--- config.mk ---
export PLATFORM = sky130hd
export DESIGN_NAME = lsu_bus
export DESIGN_NICKNAME = d
export VERILOG_FILES = /design/src/rtl/lsu_pkg.sv /design/src/rtl/lsu_format.sv /design/src/rtl/lsu_bus.sv
export SDC_FILE = /design/constraint.sdc
export NUM_CORES = 1
export LEC_CHECK = 0
export ABC_AREA = 1
export BUFFER_PORTS_ARGS = -buffer_cell sky130_fd_sc_hd__buf_2
export CAP_MARGIN = 20
export CORE_ASPECT_RATIO = 0.6
export CORE_MARGIN = 1
export CORE_UTILIZATION = 52
export DETAILED_ROUTE_END_ITERATION = 10
export PLACE_DENSITY = 0.82
export SYNTH_ARGS = -nofsm -noshare
export SYNTH_HDL_FRONTEND = slang
export SYNTH_HIERARCHICAL = 1
export SYNTH_SLANG_ARGS = --single-unit
--- constraint.sdc ---
create_clock -name clk -period 1.84 [get_ports clk]
set_input_delay 0.368 -clock clk [delete_from_list [all_inputs] [get_ports clk]]
set_output_delay 0.368 -clock clk [all_outputs]
set_load 0.01 [all_outputs]
--- src/rtl/lsu_pkg.sv ---
// lsu_pkg: shared definitions for the load/store unit bus bridge.
//   lsu_state_t     - bridge FSM states (IDLE, REQ, DONE)
//   F3_*            - Funct3 access size/sign encodings
//   TIMEOUT_DEFAULT - default number of REQ cycles before an access is aborted
package lsu_pkg;

    typedef enum logic [1:0] {
        IDLE = 2'd0,
        REQ  = 2'd1,
        DONE = 2'd2
    } lsu_state_t;

    localparam logic [2:0] F3_B  = 3'b000;
    localparam logic [2:0] F3_H  = 3'b001;
    localparam logic [2:0] F3_W  = 3'b010;
    localparam logic [2:0] F3_BU = 3'b100;
    localparam logic [2:0] F3_HU = 3'b101;

    localparam int TIMEOUT_DEFAULT = 255;

endpackage

--- src/rtl/lsu_format.sv ---
// lsu_format: purely combinational access formatting.
//   Request side (live core inputs):
//     is_store, req_funct3, req_addr_lo, store_data -> legal, bus_wdata, bus_wstrb
//   Load side (registered access attributes and captured bus word):
//     ld_funct3, ld_addr_lo, rdata_word -> load_data (extracted and extended)
module lsu_format
    import lsu_pkg::*;
(
    input  logic        is_store,
    input  logic [2:0]  req_funct3,
    input  logic [1:0]  req_addr_lo,
    input  logic [31:0] store_data,
    output logic        legal,
    output logic [31:0] bus_wdata,
    output logic [3:0]  bus_wstrb,
    input  logic [2:0]  ld_funct3,
    input  logic [1:0]  ld_addr_lo,
    input  logic [31:0] rdata_word,
    output logic [31:0] load_data
);

    logic [7:0]  ld_byte;
    logic [15:0] ld_half;

    // Unsigned variants exist only for loads; halfword/word need natural alignment.
    always_comb begin
        legal = 1'b0;
        case (req_funct3)
            F3_B:    legal = 1'b1;
            F3_H:    legal = ~req_addr_lo[0];
            F3_W:    legal = (req_addr_lo == 2'b00);
            F3_BU:   legal = ~is_store;
            F3_HU:   legal = ~is_store & ~req_addr_lo[0];
            default: legal = 1'b0;
        endcase
    end

    // Store data is replicated across all lanes so the slave can take it from
    // whichever lane the strobe selects.
    always_comb begin
        bus_wdata = store_data;
        bus_wstrb = 4'b1111;
        case (req_funct3[1:0])
            2'b00: begin
                bus_wdata = {4{store_data[7:0]}};
                bus_wstrb = 4'b0001 << req_addr_lo;
            end
            2'b01: begin
                bus_wdata = {2{store_data[15:0]}};
                bus_wstrb = 4'b0011 << {req_addr_lo[1], 1'b0};
            end
            default: begin
                bus_wdata = store_data;
                bus_wstrb = 4'b1111;
            end
        endcase
    end

    assign ld_byte = rdata_word[{ld_addr_lo, 3'b000} +: 8];
    assign ld_half = rdata_word[{ld_addr_lo[1], 4'b0000} +: 16];

    always_comb begin
        load_data = rdata_word;
        case (ld_funct3)
            F3_B:    load_data = {{24{ld_byte[7]}}, ld_byte};
            F3_BU:   load_data = {24'h000000, ld_byte};
            F3_H:    load_data = {{16{ld_half[15]}}, ld_half};
            F3_HU:   load_data = {16'h0000, ld_half};
            default: load_data = rdata_word;
        endcase
    end

endmodule

--- src/rtl/lsu_bus.sv ---
// lsu_bus: bridges core load/store requests onto a simple valid/ready bus.
//   clk, reset (async, active-low)
//   Core side : MemRead, MemWrite, Funct3, ALUResult, WriteData in;
//               ReadData, Stall, AccessErr out
//   Bus side  : BusValid, BusWe, BusAddr, BusWData, BusWStrb out;
//               BusReady, BusRData in
// An access runs IDLE -> REQ (until ready or timeout) -> DONE -> IDLE.
// Illegal accesses are rejected in IDLE with a single-cycle AccessErr.
module lsu_bus
    import lsu_pkg::*;
#(
    parameter int TIMEOUT_CYCLES = TIMEOUT_DEFAULT
) (
    input  logic        clk,
    input  logic        reset,
    input  logic        MemRead,
    input  logic        MemWrite,
    input  logic [2:0]  Funct3,
    input  logic [31:0] ALUResult,
    input  logic [31:0] WriteData,
    output logic [31:0] ReadData,
    output logic        Stall,
    output logic        AccessErr,
    output logic        BusValid,
    output logic        BusWe,
    output logic [31:0] BusAddr,
    output logic [31:0] BusWData,
    output logic [3:0]  BusWStrb,
    input  logic        BusReady,
    input  logic [31:0] BusRData
);

    localparam int CNT_RAW = $clog2(TIMEOUT_CYCLES + 1);
    localparam int CNT_W   = (CNT_RAW > 8) ? CNT_RAW : 8;
    // Last REQ cycle index that may still wait; TIMEOUT_CYCLES must be >= 1.
    localparam logic [CNT_W-1:0] CNT_LAST = CNT_W'(TIMEOUT_CYCLES - 1);

    lsu_state_t       state_reg;
    logic             bus_valid_reg;
    logic             bus_we_reg;
    logic [3:0]       bus_wstrb_reg;
    logic [31:0]      bus_addr_reg;
    logic [31:0]      bus_wdata_reg;
    logic [31:0]      rdata_reg;
    logic [2:0]       funct3_reg;
    logic [1:0]       addr_lo_reg;
    logic             err_reg;
    logic [CNT_W-1:0] cnt_reg;

    logic        req_any;
    logic        legal;
    logic        start;
    logic        reject;
    logic [31:0] fmt_wdata;
    logic [3:0]  fmt_wstrb;
    logic [31:0] load_data;

    // MemWrite wins when both are high: the access is formatted as a store.
    assign req_any = MemRead | MemWrite;

    lsu_format u_format (
        .is_store    (MemWrite),
        .req_funct3  (Funct3),
        .req_addr_lo (ALUResult[1:0]),
        .store_data  (WriteData),
        .legal       (legal),
        .bus_wdata   (fmt_wdata),
        .bus_wstrb   (fmt_wstrb),
        .ld_funct3   (funct3_reg),
        .ld_addr_lo  (addr_lo_reg),
        .rdata_word  (rdata_reg),
        .load_data   (load_data)
    );

    assign start  = (state_reg == IDLE) & req_any & legal;
    assign reject = (state_reg == IDLE) & req_any & ~legal;

    always_ff @(posedge clk or negedge reset) begin
        if (!reset) begin
            state_reg     <= IDLE;
            bus_valid_reg <= 1'b0;
            bus_we_reg    <= 1'b0;
            bus_wstrb_reg <= 4'b0000;
            bus_addr_reg  <= 32'h0;
            bus_wdata_reg <= 32'h0;
            rdata_reg     <= 32'h0;
            funct3_reg    <= 3'b000;
            addr_lo_reg   <= 2'b00;
            err_reg       <= 1'b0;
            cnt_reg       <= '0;
        end else begin
            case (state_reg)
                IDLE: begin
                    if (start) begin
                        bus_addr_reg  <= {ALUResult[31:2], 2'b00};
                        bus_we_reg    <= MemWrite;
                        bus_wstrb_reg <= MemWrite ? fmt_wstrb : 4'b0000;
                        bus_wdata_reg <= MemWrite ? fmt_wdata : 32'h0;
                        funct3_reg    <= Funct3;
                        addr_lo_reg   <= ALUResult[1:0];
                        cnt_reg       <= '0;
                        err_reg       <= 1'b0;
                        bus_valid_reg <= 1'b1;
                        state_reg     <= REQ;
                    end
                end
                REQ: begin
                    // Ready on the final permitted cycle still completes normally.
                    if (BusReady) begin
                        rdata_reg     <= BusRData;
                        bus_valid_reg <= 1'b0;
                        bus_we_reg    <= 1'b0;
                        bus_wstrb_reg <= 4'b0000;
                        state_reg     <= DONE;
                    end else if (cnt_reg == CNT_LAST) begin
                        rdata_reg     <= 32'h0;
                        err_reg       <= 1'b1;
                        bus_valid_reg <= 1'b0;
                        bus_we_reg    <= 1'b0;
                        bus_wstrb_reg <= 4'b0000;
                        state_reg     <= DONE;
                    end else begin
                        cnt_reg <= cnt_reg + 1'b1;
                    end
                end
                DONE: begin
                    // Core inputs are ignored here so the finishing instruction
                    // cannot start a second access.
                    err_reg   <= 1'b0;
                    state_reg <= IDLE;
                end
                default: state_reg <= IDLE;
            endcase
        end
    end

    // Stall and AccessErr depend on live inputs in IDLE, so reset gates them
    // directly rather than relying on the state register alone.
    assign Stall     = reset & (start | (state_reg == REQ));
    assign AccessErr = reset & (reject | ((state_reg == DONE) & err_reg));
    assign ReadData  = (state_reg == DONE) ? load_data : 32'h0;

    assign BusValid = bus_valid_reg;
    assign BusWe    = bus_we_reg;
    assign BusAddr  = bus_addr_reg;
    assign BusWData = bus_wdata_reg;
    assign BusWStrb = bus_wstrb_reg;

endmodule

# Word level (Yosys, flattened, before mapping)
# Index checks and enable logic that the tools add are counted.
# W data, S select, Z words.
# totals
reg_bits	116
inputBits	104
output_inout_bits	104
# op_classes
add_sub_neg	1
eq_ne	16
shifts	4
n_mux	31
n_bitwise	13
reduce_logical	14
# ops
cell	count
$mux W32	4
$pmux W32 S4	1
$pmux W32 S2	1
$shiftx A32 B6 Y16	1
$shiftx A32 B6 Y8	1
$mux W8	3
$mux W4	4
$pmux W4 S2	2
$pmux W8 S2	1
$eq A3 B3 Y1 const B	4
$add A8 B1 Y8 const B	1
$eq A8 B8 Y1 const B	1
$ne A2 B2 Y1 const B	4
$reduce_and A4 Y1	2
$and A1 B1 Y1	7
$mux W1	7
$eq A3 B1 Y1 const B	2
$logic_not A2 Y1	3
$logic_not A3 Y1	2
$mux W2	3
$reduce_and A2 Y1	3
$pmux W1 S5	1
$eq A2 B1 Y1 const B	2
$pmux W1 S2	2
12 further kinds	17

# Logic depth before layout (Yosys ltp)
# Gate-level depths: netlist (run 1).
# depth
word_depth	7
depth_mapped	11
ltp_nobuf	10

# By module
# The synthesis (run 1) kept the hierarchy.
# by_module_without_submodules
mod	instances	cells_per_inst	area_per_inst_um2	seq_area_each_um2
lsu_bus	1	614	5121.2	2902.8
lsu_format	1	308	1363.8	0.0

# Worst setup path before layout (run 1)
# Ideal clock, no wire load.
# synth_timing
path_type	in2out
from	in Funct3[0]
to	out Stall
arrival_time_ns	1.461
slack_ns	0.011
stages	8
n_path_buf	3
path_cell_list	clkbuf_1 o21ai_0 o211ai_1 inv_1 nand3_2 buf_6 buf_6 a21oi_1
# synth_between
elab_chain_len	5
# synth_rtl
item	line_no	source
from (decl)	lsu_bus.sv:18	input logic [2:0] Funct3,
$eq A3 B3 Y1 (tied with other cells)	lsu_format.sv:28	case (req_funct3)
$pmux W1 S5 *	lsu_format.sv:28	
net legal	lsu_bus.sv:51	logic legal;
$and A1 B1 Y1 *	lsu_bus.sv:75	assign start = (state_reg == IDLE) & req_any & legal;
$or A1 B1 Y1 *	lsu_bus.sv:139	assign Stall = reset & (start | (state_reg == REQ));
$and A1 B1 Y1 *	lsu_bus.sv:139	
to (decl)	lsu_bus.sv:22	output logic Stall,
# Mark *: on every way through the listed nets, which the timed path passes. The rest lies on a longest branch.

# Worst setup path after layout (run 1)
# layout_timing
from	reg addr_lo_reg[1]
to	out ReadData[0]
# layout_between
elab_chain_len	3
# layout_rtl
item	line_no	source
from (decl)	lsu_bus.sv:46	logic [1:0] addr_lo_reg;
from (signal assigned)	lsu_bus.sv:100	addr_lo_reg <= ALUResult[1:0];
$shiftx A32 B6 Y16 / $shiftx A32 B6 Y8 (equally long branches)	lsu_format.sv:60, lsu_format.sv:59	
$pmux W32 S4 *	lsu_format.sv:64	case (ld_funct3)
net load_data[0]	lsu_bus.sv:56	logic [31:0] load_data;
$mux W32 *	lsu_bus.sv:141	assign ReadData = (state_reg == DONE) ? load_data : 32'h0;
to (decl)	lsu_bus.sv:21	output logic [31:0] ReadData,
# Marks and branches as above.

==> results.md, run 1 <==
- Pwr/cell area: between 1000 and 1500 nW/um^2
- Delay-heaviest family, CP: buffers and inverters
- Synth Area in Compound Gates: 0.0496
- CTS tree: done
- Fmax: 442 MHz
- Seq pwr share: 0.337
- Critical path launch point: addr_lo_reg[1]$_DFFE_PN0P_
- First-pass DRT Iterations: 10
- Worst VDD drop: slightly above 700 uV
- Fillers: approximately 960
- Global-route wire length before repair: between 30000 and 40000 um
- Clock-pin slew on the worst setup and hold paths: about 0.06 ns
- Vias in the first global route: around 6000
- Finished Layout Cells: about 1300
- Most common cell on crit path: nand2_1
- Main combinational cell family by area after synthesis: simple AND/OR/NAND/NOR gates
- Sequential-to-total area share from yosys stat: 0.448
- Largest net degree at the start of global routing: ~120
- Gate power share: 0.391
- 1st-iter DRT viols: ~740
- Adder-Cell Fraction of Synth Area: 0.00386
- Post-route cell area: around 8600 sq um
- Core Area: roughly 12000 sq um
- Vias: around 6900
- Avg Cell Area, Syn: between 7 and 8 sq um
- Yosys top cell by area: dfrtp_1
- RSZ-0062 raised after global routing: yes
- Clock latency on the worst-skew pair: between 0.4 and 0.5 ns
- Critical path capture point type: output pin
- Number of synthesized register bits: roughly 120
- Post-synth EDFFs: 0
- Share of the synthesized area in the top cell type: 0.448
- Synth area leaders: dfrtp_1 (45%), nand2_1 (23%), nand3_1 (9.7%)
- CTS Hold Buffers Added: 0
- Synth Warn #: 6
- Power share of the clock group: 0.272
- Max cap viols: 0
- Async SR Flop Fraction: 1.00
- Final worst path period need: around 2.3 ns
- Sw Pwr: roughly 4.8 mW
- Top-count cell post-synth: nand2_1
- Cell area after synthesis: 6480 sq um
- Clock sinks: 116
- CP Data Arrival Time: between 1.5 and 2 ns
- LEAKAGE: 4.95 nW
- Failing checks: DRC, setup timing
- Antenna violations before repair: 1
- WL/cell: 15.4 um
- Synth cell types: 32
- Cell Area, Placed: around 7600 sq um
- Setup WS post-layout: -0.425 ns
- Top_reg_cell synth: dfrtp_1
- RePlAce Congestion: between 0.9 and 1
- Final Hold Viols: 0
- Mux contribution to synthesized area: 0
- Fin crit share: 1.23
- Die width: approximately 150 um
- Critical-path cell list: buf_6 -> inv_6 -> buf_8 -> nand2_2 -> nand2_1 -> nand2_1 -> nand2_1 -> nand2_1 -> nand2_1 -> inv_1 -> inv_1 -> nor2_2 -> buf_2
- Slew Viols, Final: 0
- Die area: about 13000 sq um
- Worst Path Buf+Inv: 6
- Grt total ovfl: 0
- Layout net count: 1238
- Setup crit start kind: register
- Root Buffer: clkbuf_16
- Synth Area in XOR/XNOR: 0.00405
- Relative slew slack: 0.582
- Status: finished, violations left
- Slowest cell delay on critical path: about 0.42 ns
- Post-DRT Antenna Nets: 0
- Max Clock Skew: 0.00777 ns
- DP HPWL: around 13000 um
- CP max-delay cell: dfrtp_1
- DP Cell Count: 1262
- # rows: 31
- CTS H-tree lvls: 4
- Crit path required time: roughly 1.5 ns
- Reg2reg start: state_reg[0]$_DFFE_PN0P_
- Ports: 208
- Deepest clock path buffer count: 2
- Layout area overhead: 33.1%
- Synth cell count leaders: nand2_1 (389), nand3_1 (126), dfrtp_1 (116)
- Internal Pwr Total: slightly above 7 mW
- Initial Utilization: 0.536
- WHS: about 0.048 ns
- Total track usage: 0.310
- Aggregate routed wire length: slightly above 20000 um
- # port buffers: just over 200
- Cts bufs inserted: 17
- Fraction of layout cells with a size suffix above 1: 0.310
- Die height: 88.5 um
- Post-synthesis cell count: 922
- Antenna diodes: 0
- Hold Crit Class: in -> async
- DRC errors left: 2
- Worst-path maximum fanout: 5
- Crit Path Category: reg -> out
- Worst-margin pin slew: approximately 0.63 ns
- Via density: 5.25
- Sw Ratio: 0.407
- Synth Area in Simple Gates: 0.382
- Final setup fails: 32
-- area by class of cell --
cell class / count / area (sq um) / share of cell area
inverter: 88 / 339 / 0.0393
clock buffer: 18 / 429 / 0.0497
clock inverter: 14 / 143 / 0.0165
tap: 165 / 206 / 0.0239
sequential: 116 / 2910 / 0.337
timing repair buffer: 249 / 1460 / 0.169
multi-input combinational: 660 / 3140 / 0.364
-- metal layers --
metal  global-route usage  wire length [um]
met4               0.0862               406
met1                0.459              9270
met5                    0                31
met2                0.447              8330
met3               0.0825              2110
-- repair_timing --
item / in CTS / in global routing
cloned: 4 / 0
gates resized for setup: 48 / 30
setup buffers: 6 / 6
setup endpoints to repair: 34 / 36
pin swaps: 12 / 11
-- cell families after synthesis --
logic type                 count (synthesis)
adders and majority gates                  2
DFF                                      116
xor gates and xnor gates                   3
and+or+nand+nor                          589
AOI/OAI and AO/OA                         61
buffers and inverters                    150
other                                      1
-- stage by stage --
| stage | setup slack [ns] | utilization | total power, mW | TNS, ns |
|---|---|---|---|---|
| 2_1_floorplan | 0.0108 | - | 6.32 | 0 |
| 3_3_place_gp | 0.0569 | 0.630 | 7.57 | 0 |
| 3_5_place_dp | 0.0219 | 0.630 | 7.67 | 0 |
| 4_1_cts | -0.328 | 0.702 | 11.5 | -9.52 |
| 5_1_grt | -0.545 | 0.713 | 12.6 | -14.04 |
| 6_report | -0.425 | 0.713 | 11.9 | -11.11 |
-- power by group through the flow --
| stage | Sequential [mW] | Combinational (mW) | Clock, mW |
|---|---|---|---|
| final | 4.01 | 4.65 | 3.24 |
| after global routing | 4.09 | 5.12 | 3.40 |
| after CTS | 3.96 | 4.27 | 3.26 |
| after detailed placement | 3.95 | 3.73 | 0 |
| after global placement | 3.95 | 3.62 | 0 |
| after floorplan | 3.99 | 2.33 | 0 |
-- worst register-to-register path: stages, from the launching register on --
cell and delay (ns):
dfrtp_2 0.44, inv_2 0.09, nor2_4 0.04, buf_4 0.26
nand3_2 0.14, buf_4 0.34, nand2_1 0.14, o21ai_0 0.20
-- path summary, 6_finish.rpt --
path / end / slack (ns) / depth (start not counted)
min in group clk: BusAddr[27]$_DFFE_PN0P_ / 0.14 / 3
max reg2reg: cnt_reg[5]$_DFFE_PN0P_ / 0.12 / 7
max in group asynchronous: funct3_reg[0]$_DFFE_PN0P_ / 1.30 / 2
max: ReadData[0] / -0.42 / 13
min reg2reg: BusAddr[3]$_DFFE_PN0P_ / 0.48 / 2
min: rdata_reg[10]$_DFFE_PN0P_ / 0.05 / 2
-- cell usage in the layout, fill, tap and decap left out, types with 6 or more instances in the layout --
| master | n |
|---|---|
| nand2_1 | 369 |
| buf_2 | 204 |
| nand3_1 | 115 |
| dfrtp_1 | 112 |
| inv_1 | 83 |
| o21ai_0 | 48 |
| nor2_1 | 40 |
| buf_4 | 34 |
| nand2_2 | 18 |
| clkbuf_16 | 17 |
| nand3_2 | 14 |
| nand2_4 | 9 |
| nor2_2 | 8 |
| inv_6 | 7 |
| buf_12 | 6 |
Note: power is estimated with default switching activity, not from simulation.
==> run 2, diff against run 1 <==
- CELL_PAD_IN_SITES_DETAIL_PLACEMENT: not set -> 1
- CELL_PAD_IN_SITES_GLOBAL_PLACEMENT: not set -> 2
- CORE_UTILIZATION: 52 -> 27
- CTS_CLUSTER_SIZE: not set -> 30
- PLACE_DENSITY: 0.82 -> 0.8
==> run 2 against run 1 <==
Effect of this change: the run ends with setup timing left; count of clock-buffer cells in the layout up 4; power increased by 2.6%; critical path depth fell by 1; clock skew up 0.00098 ns; sequential power hardly changed; final area up 3.0%.
==> results.md, run 2 (same netlist as run 1, synthesis figures left out) <==
- Status: finished, violations left (unchanged)
- Failing checks: setup timing (was DRC, setup timing)
- Leading cell type in the layout, fill and taps excluded: nand2_1 (unchanged)
- Initial Utilization: 0.278 (was 0.536)
- Via density: 4.60 (was 5.25)
- Max cap viols: 0 (unchanged)
- Layout area overhead: 37.0% (was 33.1%)
- Worst-path maximum fanout: 7 (was 5)
- Pwr/cell area: 1380 nW/um^2 (about the same)
- Worst Path Buf+Inv: 6 (unchanged)
- Post-DRT Antenna Nets: 0 (unchanged)
- Design Power: 12.2 mW (was 11.9 mW)
- Antenna violations before repair: 3 (was 1)
- Sw Ratio: 0.397 (was 0.407)
- Most frequent cells in the layout: nand2_1 (379), buf_2 (204), dfrtp_1 (111) (was nand2_1 (369), buf_2 (204), nand3_1 (115))
- # rows: 43 (was 31)
- Grt total ovfl: 0 (unchanged)
- Vias: 6731 (was 6878)
- CTS tree: done (unchanged)
- RSZ-0062 raised after global routing: yes (unchanged)
- Reg2Reg Capture Point: BusWStrb[1]$_DFFE_PN0P_ (was cnt_reg[5]$_DFFE_PN0P_)
- WL/cell: 17.2 um (was 15.4 um)
- Core Area: 23300 sq um (was 12100 sq um)
- Clock-pin slew on the worst setup and hold paths: 0.06 ns (about the same)
- Sw Pwr: 4.86 mW (was 4.84 mW)
- Most common cell on crit path: nand2_1 (unchanged)
- Setup WS post-layout: -0.420 ns (was -0.425 ns)
- Internal Pwr Total: 7.37 mW (was 7.07 mW)
- 1st-iter DRT viols: 410 (was 738)
- Die height: 122 um (was 88.5 um)
- CTS Hold Buffers Added: 0 (unchanged)
- Fillers: 2956 (was 955)
- Max Clock Skew: 0.00874 ns (was 0.00777 ns)
- DRC errors left: 0 (was 2)
- R2R cell count: 9 (was 7)
- Layout net count: 1240 (was 1238)
- Largest net degree at the start of global routing: 117 (unchanged)
- Hold Crit Class: in -> async (unchanged)
- Slowest cell delay on critical path: 0.48 ns (was 0.42 ns)
- Worst VDD drop: 690 uV (was 712 uV)
- Final worst path period need: 2.26 ns (about the same)
- Deepest clock path buffer count: 2 (unchanged)
- Die width: 202 um (was 146 um)
- Setup crit start kind: register (unchanged)
- LEAKAGE: 5.01 nW (was 4.95 nW)
- Vias in the first global route: 6830 (was 6011)
- Clock latency on the worst-skew pair: 0.42 ns (about the same)
- Delay-heaviest family, CP: buffers and inverters (unchanged)
- Die area: 24700 sq um (was 12900 sq um)
- Critical path capture point type: output pin (unchanged)
- DP HPWL: 18000 um (was 13300 um)
- Critical-path cell list: inv_4 -> buf_6 -> a21oi_2 -> buf_6 -> nand2_2 -> nand2_1 -> nand2_1 -> nand2_1 -> inv_1 -> inv_1 -> nor2_1 -> buf_2 (was buf_6 -> inv_6 -> buf_8 -> nand2_2 -> nand2_1 -> nand2_1 -> nand2_1 -> nand2_1 -> nand2_1 -> inv_1 -> inv_1 -> nor2_2 -> buf_2)
- Final Hold Viols: 0 (unchanged)
- Fraction of layout cells with a size suffix above 1: 0.310 (about the same)
- First-pass DRT Iterations: 4 (was 10)
- Reg2reg start: cnt_reg[0]$_DFFE_PN0P_ (was state_reg[0]$_DFFE_PN0P_)
- Crit Path Category: reg -> out (unchanged)
- Seq pwr share: 0.331 (was 0.337)
- Global-route wire length before repair: 39400 um (was 30900 um)
- Relative slew slack: 0.533 (was 0.582)
- CP Data Arrival Time: 1.89 ns (was 1.90 ns)
- Final setup fails: 32 (unchanged)
- # port buffers: 205 (unchanged)
- Aggregate routed wire length: 25200 um (was 20100 um)
- Setup TNS: -11.29 ns (was -11.11 ns)
- Fmax: 442 MHz (about the same)
- Total track usage: 0.211 (was 0.310)
- Slew Viols, Final: 0 (unchanged)
- Worst-margin pin slew: 0.700 ns (was 0.627 ns)
- Cts bufs inserted: 17 (unchanged)
- RePlAce Congestion: 0.824 (was 0.924)
- Root Buffer: clkbuf_16 (unchanged)
- R2r setup slk: 0.18 ns (was 0.12 ns)
- Crit path required time: 1.47 ns (about the same)
- CTS H-tree lvls: 4 (unchanged)
- CP max-delay cell: dfrtp_2 (was dfrtp_1)
- Ports: 208 (unchanged)
- Clock sinks: 116 (unchanged)
- Power share of the clock group: 0.276 (was 0.272)
- Fin crit share: 1.23 (about the same)
- Gate power share: 0.394 (was 0.391)
[run 2: per-stage QoR]
| stage | setup slack, ns | hold WS [ns] | utilization | area (sq um) | instances |
|---|---|---|---|---|---|
| after floorplan | 0.0108 | 0.0724 | - | 6490 | 923 |
| after global placement | 0.0107 | 0.452 | 0.337 | 7880 | 1418 |
| after detailed placement | -0.0299 | 0.462 | 0.337 | 7880 | 1418 |
| after CTS | -0.426 | 0.0960 | 0.373 | 8720 | 1460 |
| after global routing | -0.529 | 0.0762 | 0.380 | 8880 | 1463 |
| final | -0.420 | 0.0314 | 0.381 | 8880 | 1464 |
[run 2: how the worst max path moves through the flow]
stage / startpoint / end / slack, ns / cells after the start
floorplan: Funct3[0] / Stall / 0.01 / 8
CTS: funct3_reg[1]$_DFFE_PN0P_ / ReadData[0] / -0.43 / 12
detailed placement: addr_lo_reg[1]$_DFFE_PN0P_ / ReadData[14] / -0.03 / 9
global route: funct3_reg[1]$_DFFE_PN0P_ / ReadData[0] / -0.53 / 12
global placement: addr_lo_reg[1]$_DFFE_PN0P_ / ReadData[23] / 0.01 / 9
finish: funct3_reg[1]$_DFFE_PN0P_ / ReadData[2] / -0.42 / 12
[run 2: timing repair]
action                                  4_1_cts  5_1_grt
buffers inserted                              7        1
endpoints found under the setup margin       34       34
pin swaps                                    17       11
gates resized for setup                      37       42
cloned                                        3        1
hold endpoints to repair                      0        0
[run 2: layout make-up]
class	instances	area [sq um]	share of cell area
Sequential cell	116	2910	0.327
Inverter	88	335	0.0377
Clock inverter	10	131	0.0148
Antenna cell	2	5.00	0.000563
Multi-Input combinational cell	660	3160	0.355
Tap cell	315	394	0.0444
Timing Repair Buffer	251	1500	0.169
Clock buffer	22	454	0.0511
[run 2: metal layers]
metal | up-vias | part of all wire | track usage
li1 | 3285 | - | -
met3 | 28 | 0.072 | 0.0621
met4 | 2 | 0.013 | 0.0653
met2 | 211 | 0.40 | 0.284
met5 | - | 0.00068 | 0
met1 | 3205 | 0.51 | 0.316
[run 2: power by group through the flow]
stage | clock network (mW) | logic, mW | registers [mW]
after global routing | 3.58 | 5.38 | 4.14
after floorplan | 0 | 2.33 | 3.99
after detailed placement | 0 | 4.07 | 4.01
after CTS | 3.49 | 4.55 | 4.02
after global placement | 0 | 4.00 | 3.98
final | 3.37 | 4.81 | 4.04
